`src/rtl/crc_serial_engine_if.sv`:
```
// Bit-stream interface of the serial CRC engine.
// The master side is the bit source and the result consumer.
// The slave side is the engine itself.
interface crc_serial_engine_if #(
    parameter int WIDTH = 8
) ();
    logic             enable;
    logic             crc_in;
    logic             last;
    logic             mode;
    logic             in_ready;
    logic             crc_out;
    logic             out_valid;
    logic             busy;
    logic             done;
    logic [WIDTH-1:0] crc_value;
    logic             crc_ok;

    modport master (
        output enable, crc_in, last, mode,
        input  in_ready, crc_out, out_valid, busy, done, crc_value, crc_ok
    );

    modport slave (
        input  enable, crc_in, last, mode,
        output in_ready, crc_out, out_valid, busy, done, crc_value, crc_ok
    );
endinterface

```
`src/rtl/crc_serial_engine.sv`:
```
// Serial CRC engine with framing.
// Generate mode echoes the data stream and then appends the CRC MSB-first.
// Check mode echoes the frame and reports whether the register matches the
// expected residue once the frame completes.
module crc_serial_engine #(
    parameter int               WIDTH   = 8,
    parameter logic [WIDTH-1:0] POLY    = WIDTH'(8'h07),
    parameter logic [WIDTH-1:0] INIT    = {WIDTH{1'b0}},
    parameter logic [WIDTH-1:0] XOROUT  = {WIDTH{1'b0}},
    parameter logic [WIDTH-1:0] RESIDUE = {WIDTH{1'b0}}
) (
    input  logic                clk,
    input  logic                rstn,
    crc_serial_engine_if.slave  bus
);
    localparam int             CNT_W    = $clog2(WIDTH);
    localparam logic [CNT_W-1:0] CNT_LAST = CNT_W'(WIDTH - 1);

    typedef enum logic [1:0] {
        ST_IDLE   = 2'd0,
        ST_CALC   = 2'd1,
        ST_APPEND = 2'd2
    } state_t;

    // One MSB-first LFSR step of the CRC register.
    function automatic logic [WIDTH-1:0] crc_step(input logic [WIDTH-1:0] crc,
                                                  input logic             bit_in);
        logic fb;
        fb       = crc[WIDTH-1] ^ bit_in;
        crc_step = {crc[WIDTH-2:0], 1'b0} ^ (fb ? POLY : {WIDTH{1'b0}});
    endfunction

    state_t           state_r, state_next_s;
    logic [WIDTH-1:0] crc_r, crc_next_s;
    logic [WIDTH-1:0] shift_r, shift_next_s;
    logic [CNT_W-1:0] cnt_r, cnt_next_s;
    logic             mode_r, mode_next_s;
    logic             crc_out_r, crc_out_next_s;
    logic             out_valid_r, out_valid_next_s;
    logic             done_r, done_next_s;
    logic [WIDTH-1:0] crc_value_r, crc_value_next_s;
    logic             crc_ok_r, crc_ok_next_s;
    logic             busy_r;
    logic             in_ready_r;

    logic             accept_s;
    logic             mode_eff_s;
    logic [WIDTH-1:0] crc_step_s;

    // Next-state, datapath and output decode for every state.
    always_comb begin
        state_next_s     = state_r;
        crc_next_s       = crc_r;
        shift_next_s     = shift_r;
        cnt_next_s       = cnt_r;
        mode_next_s      = mode_r;
        crc_out_next_s   = crc_out_r;
        out_valid_next_s = 1'b0;
        done_next_s      = 1'b0;
        crc_value_next_s = crc_value_r;
        crc_ok_next_s    = crc_ok_r;

        accept_s   = bus.enable && (state_r != ST_APPEND);
        // Mode is only taken from the port on the first bit of a frame.
        mode_eff_s = (state_r == ST_IDLE) ? bus.mode : mode_r;
        crc_step_s = crc_step(crc_r, bus.crc_in);

        case (state_r)
            ST_IDLE, ST_CALC: begin
                if (accept_s) begin
                    crc_next_s       = crc_step_s;
                    crc_out_next_s   = bus.crc_in;
                    out_valid_next_s = 1'b1;
                    mode_next_s      = mode_eff_s;
                    state_next_s     = ST_CALC;
                    if (bus.last) begin
                        if (!mode_eff_s) begin
                            shift_next_s     = crc_step_s ^ XOROUT;
                            crc_value_next_s = crc_step_s ^ XOROUT;
                            cnt_next_s       = {CNT_W{1'b0}};
                            state_next_s     = ST_APPEND;
                        end else begin
                            crc_ok_next_s    = (crc_step_s == RESIDUE);
                            crc_value_next_s = crc_step_s ^ XOROUT;
                            done_next_s      = 1'b1;
                            crc_next_s       = INIT;
                            state_next_s     = ST_IDLE;
                        end
                    end else begin
                        done_next_s = 1'b0;
                    end
                end else begin
                    out_valid_next_s = 1'b0;
                end
            end
            ST_APPEND: begin
                crc_out_next_s   = shift_r[WIDTH-1];
                out_valid_next_s = 1'b1;
                shift_next_s     = {shift_r[WIDTH-2:0], 1'b0};
                cnt_next_s       = cnt_r + {{(CNT_W-1){1'b0}}, 1'b1};
                if (cnt_r == CNT_LAST) begin
                    done_next_s  = 1'b1;
                    crc_next_s   = INIT;
                    cnt_next_s   = {CNT_W{1'b0}};
                    state_next_s = ST_IDLE;
                end else begin
                    done_next_s = 1'b0;
                end
            end
            default: begin
                crc_next_s   = INIT;
                state_next_s = ST_IDLE;
            end
        endcase
    end

    // State and output registers with synchronous active-low reset.
    always_ff @(posedge clk) begin
        if (!rstn) begin
            state_r     <= ST_IDLE;
            crc_r       <= INIT;
            shift_r     <= {WIDTH{1'b0}};
            cnt_r       <= {CNT_W{1'b0}};
            mode_r      <= 1'b0;
            crc_out_r   <= 1'b0;
            out_valid_r <= 1'b0;
            done_r      <= 1'b0;
            crc_value_r <= {WIDTH{1'b0}};
            crc_ok_r    <= 1'b0;
            busy_r      <= 1'b0;
            in_ready_r  <= 1'b1;
        end else begin
            state_r     <= state_next_s;
            crc_r       <= crc_next_s;
            shift_r     <= shift_next_s;
            cnt_r       <= cnt_next_s;
            mode_r      <= mode_next_s;
            crc_out_r   <= crc_out_next_s;
            out_valid_r <= out_valid_next_s;
            done_r      <= done_next_s;
            crc_value_r <= crc_value_next_s;
            crc_ok_r    <= crc_ok_next_s;
            busy_r      <= (state_next_s != ST_IDLE);
            in_ready_r  <= (state_next_s != ST_APPEND);
        end
    end

    assign bus.in_ready  = in_ready_r;
    assign bus.crc_out   = crc_out_r;
    assign bus.out_valid = out_valid_r;
    assign bus.busy      = busy_r;
    assign bus.done      = done_r;
    assign bus.crc_value = crc_value_r;
    assign bus.crc_ok    = crc_ok_r;
endmodule

```
`src/flat_wrapper.sv`:
```
// flat-port wrapper written by rule: the top's interface ports become plain ports
module crc_serial_engine_flat 
#(
    parameter int               WIDTH   = 8,
    parameter logic [WIDTH-1:0] POLY    = WIDTH'(8'h07),
    parameter logic [WIDTH-1:0] INIT    = {WIDTH{1'b0}},
    parameter logic [WIDTH-1:0] XOROUT  = {WIDTH{1'b0}},
    parameter logic [WIDTH-1:0] RESIDUE = {WIDTH{1'b0}}
)
  (clk, rstn, bus_enable, bus_crc_in, bus_last, bus_mode, bus_in_ready, bus_crc_out, bus_out_valid, bus_busy, bus_done, bus_crc_value, bus_crc_ok);
  crc_serial_engine_if #(.WIDTH(WIDTH)) bus_i ();
  input  logic clk;
  input  logic rstn;
  input wire logic [$bits(bus_i.enable)-1:0] bus_enable;
  input wire logic [$bits(bus_i.crc_in)-1:0] bus_crc_in;
  input wire logic [$bits(bus_i.last)-1:0] bus_last;
  input wire logic [$bits(bus_i.mode)-1:0] bus_mode;
  output wire logic [$bits(bus_i.in_ready)-1:0] bus_in_ready;
  output wire logic [$bits(bus_i.crc_out)-1:0] bus_crc_out;
  output wire logic [$bits(bus_i.out_valid)-1:0] bus_out_valid;
  output wire logic [$bits(bus_i.busy)-1:0] bus_busy;
  output wire logic [$bits(bus_i.done)-1:0] bus_done;
  output wire logic [$bits(bus_i.crc_value)-1:0] bus_crc_value;
  output wire logic [$bits(bus_i.crc_ok)-1:0] bus_crc_ok;
  assign bus_i.enable = bus_enable;
  assign bus_i.crc_in = bus_crc_in;
  assign bus_i.last = bus_last;
  assign bus_i.mode = bus_mode;
  assign bus_in_ready = bus_i.in_ready;
  assign bus_crc_out = bus_i.crc_out;
  assign bus_out_valid = bus_i.out_valid;
  assign bus_busy = bus_i.busy;
  assign bus_done = bus_i.done;
  assign bus_crc_value = bus_i.crc_value;
  assign bus_crc_ok = bus_i.crc_ok;
  crc_serial_engine #(.WIDTH(WIDTH), .POLY(POLY), .INIT(INIT), .XOROUT(XOROUT), .RESIDUE(RESIDUE)) u_core (.clk(clk), .rstn(rstn), .bus(bus_i));
endmodule
```
`config.mk`:
```
export PLATFORM = sky130hd
export DESIGN_NAME = crc_serial_engine_flat
export DESIGN_NICKNAME = d
export VERILOG_FILES = /design/src/rtl/crc_serial_engine_if.sv /design/src/rtl/crc_serial_engine.sv /design/src/flat_wrapper.sv
export SDC_FILE = /design/constraint.sdc
export NUM_CORES = 1
export LEC_CHECK = 0
export ABC_AREA = 0
export BUFFER_PORTS_ARGS = -buffer_cell sky130_fd_sc_hd__buf_2
export CORE_ASPECT_RATIO = 0.75
export CORE_UTILIZATION = 60
export DETAILED_ROUTE_END_ITERATION = 12
export HOLD_SLACK_MARGIN = 0.03
export PLACE_DENSITY = 0.89
export REMOVE_ABC_BUFFERS = 1
export SETUP_SLACK_MARGIN = 0.15
export SYNTH_ARGS = -nofsm -noshare
export SYNTH_HDL_FRONTEND = slang
export SYNTH_SLANG_ARGS = --single-unit
```
`constraint.sdc`:
```
create_clock -name clk -period 3.8 [get_ports clk]
set_input_delay 0.38 -clock clk [delete_from_list [all_inputs] [get_ports clk]]
set_output_delay 0.38 -clock clk [all_outputs]
set_load 0.05 [all_outputs]
```
# ---- Word level (Yosys, flattened, before mapping)
# Index checks and enable logic that the tools add are counted.
dict set report totals {
  ff_bits 36
  latch_bits 0
  ramBits 0
  rom_bits 0
  in_bits 6
  word_cells 66
  n_memories 0
}
dict set report op_classes {
  add_sub_neg 1
  mul 0
  n_div 0
  magnitude_cmp 0
  n_eq_ne 9
  shift 0
  mux 30
  bitwise_logic 2
  n_reduce_logical 12
}
# op count
set op_table {}
lappend op_table {{8-bit 2-to-1 mux} 7}
lappend op_table {{8-bit case mux with 2 select lines} 2}
lappend op_table {{3-bit 2-to-1 mux} 5}
lappend op_table {{8-bit zero test} 1}
lappend op_table {{2-bit 2-to-1 mux} 4}
lappend op_table {{2-bit != test, second input constant} 4}
lappend op_table {{4-bit AND reduction} 2}
lappend op_table {{8-bit XOR} 1}
lappend op_table {{1-bit 2-to-1 mux} 7}
lappend op_table {{1-bit case mux with 2 select lines} 3}
lappend op_table {{3-bit case mux with 2 select lines} 1}
lappend op_table {{2-bit AND reduction} 3}
lappend op_table {{2-bit by 1-bit != test with 1-bit output, second input constant} 2}
lappend op_table {{2-bit case mux with 2 select lines} 1}
lappend op_table {{2-bit nonzero test} 2}
lappend op_table {{3-bit by 1-bit adder with 3-bit output, second input constant} 1}
lappend op_table {{3-bit == test, second input constant} 1}
lappend op_table {{3-bit AND reduction} 1}
lappend op_table {{2-bit by 1-bit == test with 1-bit output, second input constant} 1}
lappend op_table {{2-bit == test, second input constant} 1}
lappend op_table {{2-bit zero test} 1}
lappend op_table {{2-bit OR reduction} 1}
lappend op_table {{1-bit logical AND} 1}
lappend op_table {{1-bit XOR} 1}

# ---- Logic depth before layout (Yosys ltp)
# Gate-level depths: netlist of run 1.
dict set report depth {
  depth_word 7
  depth_mapped 5
}

# ---- Least setup slack after synthesis of run 1
# No wires, ideal clock.
dict set report synth_path {
  path_kind {input port to flip-flop}
  from {input bus_crc_in}
  to {register u_core.shift_r[1]}
  setup_time_ps 119
  t_arrival_ps 1221
  required_time_ps 3681
  path_slack_ps 2461
  cell_stages 4
  cell_sequence {xor2_1 inv_1 ha_1 o221a_2}
}
dict set report synth_between {
  elab_chain_cells 7
}
# item line_no
set synth_lines {}
lappend synth_lines {{start, declared} flat_wrapper.sv:15} ;# input wire logic [$bits(bus_i.crc_in)-1:0] bus_crc_in;
lappend synth_lines {{1-bit XOR} crc_serial_engine.sv:29} ;# fb = crc[WIDTH-1] ^ bit_in;
lappend synth_lines {{3-bit 2-to-1 mux} crc_serial_engine.sv:30} ;# crc_step = {crc[WIDTH-2:0], 1'b0} ^ (fb ? POLY : {WIDTH{1'b0}});
lappend synth_lines {{8-bit XOR} crc_serial_engine.sv:30}
lappend synth_lines {{named net u_core.crc_step_s[1]} crc_serial_engine.sv:48} ;# logic [WIDTH-1:0] crc_step_s;
lappend synth_lines {{8-bit 2-to-1 mux} crc_serial_engine.sv:77} ;# if (!mode_eff_s) begin
lappend synth_lines {{8-bit 2-to-1 mux} crc_serial_engine.sv:76} ;# if (bus.last) begin
lappend synth_lines {{8-bit 2-to-1 mux} crc_serial_engine.sv:70} ;# if (accept_s) begin
lappend synth_lines {{8-bit case mux with 2 select lines} crc_serial_engine.sv:68} ;# case (state_r)
lappend synth_lines {{end signal, assigned} crc_serial_engine.sv:122} ;# shift_r <= {WIDTH{1'b0}};
lappend synth_lines {{end signal, assigned} crc_serial_engine.sv:135} ;# shift_r <= shift_next_s;
lappend synth_lines {{end, declared} crc_serial_engine.sv:35} ;# logic [WIDTH-1:0] shift_r, shift_next_s;
# The timed path passes the listed nets, and every way through them passes these cells. The select of a mux whose other input is x is not followed.
# A chain may end at the register's enable or synchronous reset.

# ---- Worst setup path in the final report of run 1
dict set report layout_path {
  from {register u_core.state_r[0]}
  to {register u_core.shift_r[4]}
}
dict set report layout_between {
  elab_chain_cells 4
  elab_cells_between_ends 13
}
# item line_no
set layout_lines {}
lappend layout_lines {{start, declared} crc_serial_engine.sv:33} ;# state_t state_r, state_next_s;
lappend layout_lines {{start signal, assigned} crc_serial_engine.sv:133} ;# state_r <= state_next_s;
lappend layout_lines {{2-bit by 1-bit == test with 1-bit output, or another cell as far along} crc_serial_engine.sv:68}
lappend layout_lines {{2-bit OR reduction, or another cell as far along} crc_serial_engine.sv:68}
lappend layout_lines {{2-bit != test (no source line), or another cell as far along} -}
lappend layout_lines {{4-bit AND reduction (no source line)} -}
# Several ways; a longest one is shown, not always the timed one.

==> metrics.log, run 1 <==
[metrics] number of distinct library cell variants in the gate-level netlist after synthesis: 40
[metrics] largest area contributor in the synthesized netlist: sky130_fd_sc_hd__dfxtp_1
[metrics] Std-Cell Core Area: roughly 2400 µm²
[metrics] synthesized flop and latch total: 36
[metrics] Post-CTS Hold Fix Bufs: 0
[metrics] Routed Antenna Nets: 0
[metrics] Final Power: ~0.83 mW
[metrics] number of remaining DRC errors: 0
[metrics] final routed wirelength across all metal layers: between 3000 and 4000 µm
[metrics] largest fanout on the critical path: 14
[metrics] Remaining Overflow, GRT: 0
[metrics] Synth top area share: a little under half
[metrics] number of antenna violations at the first check in global routing: 0
[metrics] number of pins exceeding their max-slew limit in the final report: 0
[metrics] Data required, critical path: between 4 and 5 ns
[metrics] first-pass GRT wire length: between 5000 and 6000 µm
[metrics] number of port buffers: 19
[metrics] net total in the final layout: 189
[metrics] RSZ-0062 raised after global routing: false
[metrics] most used flip-flop cell after synthesis: sky130_fd_sc_hd__dfxtp_1
[metrics] Syn Inst Count: 165
[metrics] maximum number of pins on one net before global-route repair: 24
[metrics] total of endpoints with negative setup slack in the final report: 0
[metrics] list of most frequent post-synthesis cells: sky130_fd_sc_hd__dfxtp_1, sky130_fd_sc_hd__a21oi_1, sky130_fd_sc_hd__nand2_1, sky130_fd_sc_hd__o211ai_1, sky130_fd_sc_hd__o21ai_0
[metrics] fin crit period: 1.850 ns
[metrics] worst clock skew: a little under 0.007 ns
[metrics] total count of hold-check failures in the final report: 0
[metrics] category of the critical setup timing path: reg2reg
[metrics] routability congestion estimate from global placement: 0.7903
[metrics] cts bufs inserted: 5
[metrics] Reg2Reg Launch Point: u_core.state_r[0]$_SDFF_PN0_
[metrics] proportion of register bits with asynchronous set or reset after synthesis: 0%
[metrics] instance area at placement: 1657 µm²
[metrics] Routed WL per cell: around 16 µm
[metrics] final std cell area, no fill: roughly 1800 µm²
[metrics] setup tns final: 0 ns
[metrics] measured slew at the worst slew-check pin: between 0.7 and 0.8 ns
[metrics] FF-to-FF End: u_core.shift_r[4]$_SDFFE_PN0P_
[metrics] combined area of all synthesized cells: 1592 µm²
[metrics] via count of the first global-routing pass: 1194
[metrics] drt initial violations: about 130
[metrics] clk root buf: sky130_fd_sc_hd__clkbuf_4
[metrics] DR pass1 iterations: 4
[metrics] Max Clk Rate: 540.7 MHz
[metrics] proportion of synthesized chip area in sequential cells: a little under half
[metrics] overall routing resource usage: around 28%
[metrics] overall die height: around 47 µm
[metrics] Total Die Area: approximately 2900 µm²
[metrics] leakage power total: between 0.6 and 0.7 nW
[metrics] Max rail drop VDD: 0.2894 mV
[metrics] yosys synthesis warning count: 0
[metrics] clock latency of the later-clocked register in the worst-skew pair: ~0.35 ns
[metrics] Worst-path clk slew: 0.10 ns
[metrics] post-layout util: between 70% and 80%
[metrics] I/O pin cnt: 20
[metrics] top-count cell post-synth: sky130_fd_sc_hd__dfxtp_1
[metrics] PostCTS Resize Cnt: 0
[metrics] Worst Reg2Reg Path Length in Cells: 3
[metrics] headroom to the max-slew limit: between 40% and 50%
[metrics] Site Rows: 15
[metrics] pwr dens: 475.8 nW/µm²
[metrics] number of sinks on the clock net: 36
[metrics] TritonCTS clock tree: yes
[metrics] CP Launch Type: flip-flop
[metrics] number of instances on the worst hold path: 3
[metrics] count of vias placed by the detailed router: 1301
[metrics] largest cells by area after synthesis: sky130_fd_sc_hd__dfxtp_1, sky130_fd_sc_hd__a21oi_1, sky130_fd_sc_hd__o211ai_1
[metrics] Layout area overhead: 10.06%
[metrics] post-CTS setup buffer count: 0
[metrics] WHS Endpoint: u_core.mode_r$_SDFFE_PN0P_
[metrics] vias per inst: 6.051
[metrics] Clock Tree Buf Depth: 2
[metrics] detailed-placement wirelength estimate: roughly 2400 µm
[metrics] Max Cap Violations: 0
[metrics] hold crit path type: in2reg
[metrics] layout cell share with drive strength beyond 1: 22.10%
[metrics] Critical Path AT: ~2.1 ns
[metrics] count of flip-flops with a built-in enable after synthesis: 0
[metrics] H-tree lvl count: 2
[metrics] initial core utilization: 66.25%
[metrics] final clock period utilization by the worst path: 48.67%
[metrics] kind of end point of the critical path: flip-flop
[metrics] die boundary width: between 60 and 70 µm
[metrics] minimum setup slack among reg-to-reg paths: slightly below 2 ns
[metrics] antenna cell count: 0
[metrics] mean cell area of the mapped netlist: roughly 9.6 µm²
[metrics] hold_sp: bus_mode
[metrics] status: finished clean
==> metal layers <==
layer	track usage, %	vias up	routed length [µm]
li1	-	635	-
met3	8.989	8	271
met2	44.35	58	1548
met4	9.333	0	33
met1	37.33	600	1624
met5	0	-	0
==> worst max-delay path, cell delays in order, from the launching register on <==
cell,delay (ns)
sky130_fd_sc_hd__dfxtp_1,0.61
sky130_fd_sc_hd__mux2i_4,0.55
sky130_fd_sc_hd__nand2_1,0.25
sky130_fd_sc_hd__o221a_2,0.34
==> worst max-delay path by stage <==
stage	depth (start not counted)	from	to	slack [ns]
after floorplan	3	u_core.state_r[0]$_SDFF_PN0_	u_core.shift_r[3]$_SDFFE_PN0P_	2.23
after global placement	3	u_core.state_r[0]$_SDFF_PN0_	u_core.shift_r[3]$_SDFFE_PN0P_	2.11
after detailed placement	3	u_core.state_r[0]$_SDFF_PN0_	u_core.shift_r[1]$_SDFFE_PN0P_	2.00
after CTS	3	u_core.state_r[0]$_SDFF_PN0_	u_core.shift_r[4]$_SDFFE_PN0P_	1.99
after global routing	3	u_core.state_r[1]$_SDFF_PN0_	u_core.shift_r[4]$_SDFFE_PN0P_	1.84
final	3	u_core.state_r[0]$_SDFF_PN0_	u_core.shift_r[4]$_SDFFE_PN0P_	1.95
==> layout by cell type (no fill, tap or decap), drive strengths merged, types with 2 or more instances in the layout <==
cell type  netlist  layout
nor2             7       7
nand3b           2       2
nor3             3       3
ha               3       3
nand2           20      20
inv              4       4
o221a            6       6
buf              8      19
a21oi           21      21
mux2i            3       3
o21ai           10      10
nor3b            2       2
dfxtp           36      36
nor2b            3       3
clkbuf           3       7
o211ai          12      12
o21a             6       6
==> cell type report <==
| cell class | count | area, µm² |
|---|---|---|
| inverters | 5 | 18.77 |
| fillers | 186 | 650.6 |
| flip-flops and latches | 36 | 720.7 |
| clock inverters | 1 | 30.03 |
| multi-input cells | 113 | 779.5 |
| clock buffers | 7 | 65.06 |
| repair buffers | 19 | 95.09 |
| well taps | 34 | 42.54 |
==> per-stage QoR <==
| step | setup slack, ns | hold slack [ns] | std cells |
|---|---|---|---|
| 4_1_cts | 1.987 | 0.3404 | 215 |
| 3_3_place_gp | 2.114 | 0.4404 | 207 |
| 3_5_place_dp | 2.001 | 0.4444 | 207 |
| 6_report | 1.950 | 0.3369 | 215 |
| 2_1_floorplan | 2.227 | 0.4482 | 154 |
| 5_1_grt | 1.845 | 0.3504 | 215 |
==> registers in the layout, summed over array words and instances, names as in the netlist <==
name,flops
u_core.state_r,2
u_core.bus.crc_ok,1
u_core.cnt_r,3
u_core.bus.busy,1
u_core.bus.crc_out,1
u_core.shift_r,8
u_core.bus.out_valid,1
u_core.bus.done,1
u_core.bus.crc_value,8
u_core.crc_r,8
u_core.bus.in_ready,1
u_core.mode_r,1
==> where the power goes <==
group          internal [mW]  switching (mW)  leakage [nW]
registers              0.397          0.0150         0.294
clock network          0.175           0.129        0.0515
logic                 0.0393          0.0787         0.345
total                  0.611           0.223         0.690
==> kinds of logic (layout without fill, tap and decap cells) <==
family / count (synthesis) / after routing / synth area share [%]
compound gates: 62 / 62 / 27.75
xor+xnor: 2 / 2 / 2.044
fa+ha+maj: 3 / 3 / 2.359
buf+inv: 16 / 32 / 5.738
flops: 36 / 36 / 45.28
mux: 4 / 4 / 3.616
simple gates: 42 / 42 / 13.21
Note: power is estimated with default switching activity, not from simulation.
==> inputs of run 2 (changes only) <==
--- a/config.mk
+++ b/config.mk
@@ -8,10 +8,10 @@
 export ABC_AREA = 0
 export BUFFER_PORTS_ARGS = -buffer_cell sky130_fd_sc_hd__buf_2
 export CORE_ASPECT_RATIO = 0.75
-export CORE_UTILIZATION = 60
+export CORE_UTILIZATION = 56
 export DETAILED_ROUTE_END_ITERATION = 12
 export HOLD_SLACK_MARGIN = 0.03
-export PLACE_DENSITY = 0.89
+export PLACE_DENSITY = 0.84
 export REMOVE_ABC_BUFFERS = 1
 export SETUP_SLACK_MARGIN = 0.15
 export SYNTH_ARGS = -nofsm -noshare
==> constraint.sdc (replaced) <==
create_clock -name clk -period 1.8 [get_ports clk]
set_input_delay 0.18 -clock clk [delete_from_list [all_inputs] [get_ports clk]]
set_output_delay 0.18 -clock clk [all_outputs]
set_load 0.05 [all_outputs]
==> metrics.log, run 2 (synthesis results as in run 1) <==
[metrics] status: finished clean (unchanged)
[metrics] hold crit path type: in2reg (unchanged)
[metrics] routability congestion estimate from global placement: 0.8496 (was 0.7903)
[metrics] leakage power total: 0.7180 nW (was 0.6900 nW)
[metrics] category of the critical setup timing path: reg2reg (unchanged)
[metrics] Max rail drop VDD: 0.5834 mV (was 0.2894 mV)
[metrics] measured slew at the worst slew-check pin: 0.7121 ns (was 0.7551 ns)
[metrics] count of vias placed by the detailed router: 1360 (was 1301)
[metrics] overall die height: 48.17 µm (was 46.61 µm)
[metrics] minimum setup slack after placement: 0.1953 ns (was 2.001 ns)
[metrics] Worst-path clk slew: 0.07 ns (was 0.10 ns)
[metrics] clk root buf: sky130_fd_sc_hd__clkbuf_8 (was sky130_fd_sc_hd__clkbuf_4)
[metrics] Site Rows: 16 (was 15)
[metrics] clock share of power: 32.0% (was 36.5%)
[metrics] kind of end point of the critical path: flip-flop (unchanged)
[metrics] H-tree lvl count: 2 (unchanged)
[metrics] hold_sp: bus_mode (unchanged)
[metrics] number of antenna violations at the first check in global routing: 0 (unchanged)
[metrics] combinational group share of total power: 16.0% (was 14.2%)
[metrics] maximum number of pins on one net before global-route repair: 24 (unchanged)
[metrics] number of pins exceeding their max-slew limit in the final report: 0 (unchanged)
[metrics] Max Clk Rate: 640.9 MHz (was 540.7 MHz)
[metrics] vias per inst: 6.071 (was 6.051)
[metrics] Psw: 0.4772 mW (was 0.2229 mW)
[metrics] number of sinks on the clock net: 36 (unchanged)
[metrics] post-layout util: 68.09% (was 72.92%)
[metrics] worst clock skew: 0.005911 ns (was 0.006747 ns)
[metrics] I/O pin cnt: 20 (unchanged)
[metrics] Routed Antenna Nets: 0 (unchanged)
[metrics] maximum cell stage delay along the critical path: 0.40 ns (was 0.61 ns)
[metrics] net total in the final layout: 197 (was 189)
[metrics] TritonCTS clock tree: yes (unchanged)
[metrics] Total Die Area: 3061 µm² (was 2865 µm²)
[metrics] clock latency of the later-clocked register in the worst-skew pair: 0.29 ns (was 0.35 ns)
[metrics] cts bufs inserted: 5 (unchanged)
[metrics] drt initial violations: 91 (was 127)
[metrics] antenna cell count: 0 (unchanged)
[metrics] initial core utilization: 60.23% (was 66.25%)
[metrics] commonest cells after routing, fill and taps aside: sky130_fd_sc_hd__dfxtp_1, sky130_fd_sc_hd__a21oi_1, sky130_fd_sc_hd__nand2_1, sky130_fd_sc_hd__buf_2, sky130_fd_sc_hd__o211ai_1 (unchanged)
[metrics] total count of hold-check failures in the final report: 0 (unchanged)
[metrics] final clock period utilization by the worst path: 86.68% (was 48.67%)
[metrics] setup ws final: 0.2397 ns (was 1.950 ns)
[metrics] number of remaining DRC errors: 0 (unchanged)
[metrics] first-pass GRT wire length: 5589 µm (was 5630 µm)
[metrics] most frequent standard cell in the layout excluding fill and tap cells: sky130_fd_sc_hd__dfxtp_1 (unchanged)
[metrics] headroom to the max-slew limit: 52.48% (was 49.51%)
[metrics] Critical Path AT: 1.75 ns (was 2.10 ns)
[metrics] overall routing resource usage: 25.41% (was 28.38%)
[metrics] Data required, critical path: 1.99 ns (was 4.05 ns)
[metrics] Layout area overhead: 13.05% (was 10.06%)
[metrics] total of endpoints with negative setup slack in the final report: 0 (unchanged)
[metrics] internal power: 1.198 mW (was 0.6106 mW)
[metrics] detailed-placement wirelength estimate: 2578 µm (was 2403 µm)
[metrics] die boundary width: 63.56 µm (was 61.47 µm)
[metrics] pwr dens: 931.3 nW/µm² (was 475.8 nW/µm²)
[metrics] Max Cap Violations: 0 (unchanged)
[metrics] Routed WL per cell: 16.38 µm (was 16.17 µm)
[metrics] via count of the first global-routing pass: 1162 (was 1194)
[metrics] total of fill cells in the finished design: 214 (was 186)
[metrics] final routed wirelength across all metal layers: 3670 µm (was 3477 µm)
[metrics] minimum setup slack among reg-to-reg paths: 0.24 ns (was 1.95 ns)
[metrics] Remaining Overflow, GRT: 0 (unchanged)
[metrics] largest fanout on the critical path: 3 (was 14)
[metrics] Worst Setup SP: u_core.crc_r[7]$_SDFFE_PN0P_ (was u_core.state_r[0]$_SDFF_PN0_)
[metrics] Clock Tree Buf Depth: 2 (unchanged)
[metrics] RSZ-0062 raised after global routing: false (unchanged)
[metrics] DR pass1 iterations: 4 (unchanged)
[metrics] crit path cell chain: xor2_1 > inv_1 > ha_1 > o221a_2 (was mux2i_4 > nand2_1 > o221a_2)
[metrics] standard cell with the maximum stage delay on the critical path: sky130_fd_sc_hd__dfxtp_1 (unchanged)
[metrics] Switching Share: 28.48% (was 26.74%)
[metrics] number of port buffers: 19 (unchanged)
[metrics] CP Launch Type: flip-flop (unchanged)
[metrics] layout cell share with drive strength beyond 1: 25.53% (was 22.10%)
[metrics] fin crit period: 1.560 ns (was 1.850 ns)
[metrics] power share of the sequential group: 52.0% (was 49.4%)
[metrics] Reg2Reg Launch Point: u_core.crc_r[7]$_SDFFE_PN0P_ (was u_core.state_r[0]$_SDFF_PN0_)
[metrics] Std-Cell Core Area: 2643 µm² (was 2402 µm²)
[metrics] setup tns final: 0 ns (unchanged)
## run 2: cell types whose count changed in the layout (fill, tap and decap cells not counted), sizes merged
cell    before  now
clkbuf       7    6
clkinv       1    2
bufinv       1    0
buf         19   27
## run 2: timing repair
item                       4_1_cts  5_1_grt
gates resized for setup          0        2
setup endpoints to repair        0        8
hold buffers                     0        0
buffers inserted                 0        2
## run 2: critical path, delay by kind of cell (launching register included)
kind                       cells  cell delay (ns)
AOI/OAI and AO/OA              1             0.29
buffers and inverters          1             0.11
DFF                            1             0.40
xor gates and xnor gates       1             0.31
adders and majority gates      1             0.34
## run 2: power groups by stage
stage	Sequential [mW]	Combinational, mW	Clock, mW
after detailed placement	0.887	0.259	0
final	0.871	0.269	0.536
after global routing	0.874	0.285	0.575
after floorplan	0.928	0.135	0
after global placement	0.884	0.252	0
after CTS	0.870	0.261	0.543
## run 2: worst paths after layout
path                                     endpoint  cells after the start
max                u_core.shift_r[1]$_SDFFE_PN0P_                      4
min                    u_core.mode_r$_SDFFE_PN0P_                      3
min reg2reg  u_core.bus.crc_value[7]$_SDFFE_PN0P_                      2
max reg2reg        u_core.shift_r[1]$_SDFFE_PN0P_                      4
## run 2: cell type report
type | instances | area, µm² | area share [%]
multi-input combinational | 113 | 780.7 | 43.39
sequential | 36 | 721.9 | 40.13
timing repair buffer | 27 | 155.1 | 8.623
clock buffer | 6 | 72.57 | 4.033
tap | 36 | 45.04 | 2.503
inverter | 5 | 18.77 | 1.043
clock inverter | 1 | 5.005 | 0.2782
## run 2: per-layer routing
layer | up-vias | part of all wire [%] | global-route usage [%]
met2 | 72 | 46 | 41.06
li1 | 646 | - | -
met5 | - | 0 | 0
met1 | 636 | 45 | 32.27
met4 | 0 | 1.5 | 15.00
met3 | 6 | 7.6 | 6.308
## run 2: stage by stage
stage	hold slack (ns)	power, mW	instances	instance area, µm²
2_1_floorplan	0.3134	1.063	154	1519
3_3_place_gp	0.4405	1.136	215	1704
3_5_place_dp	0.4492	1.147	215	1704
4_1_cts	0.2085	1.675	222	1782
5_1_grt	0.2401	1.734	224	1799
6_report	0.2101	1.676	224	1799
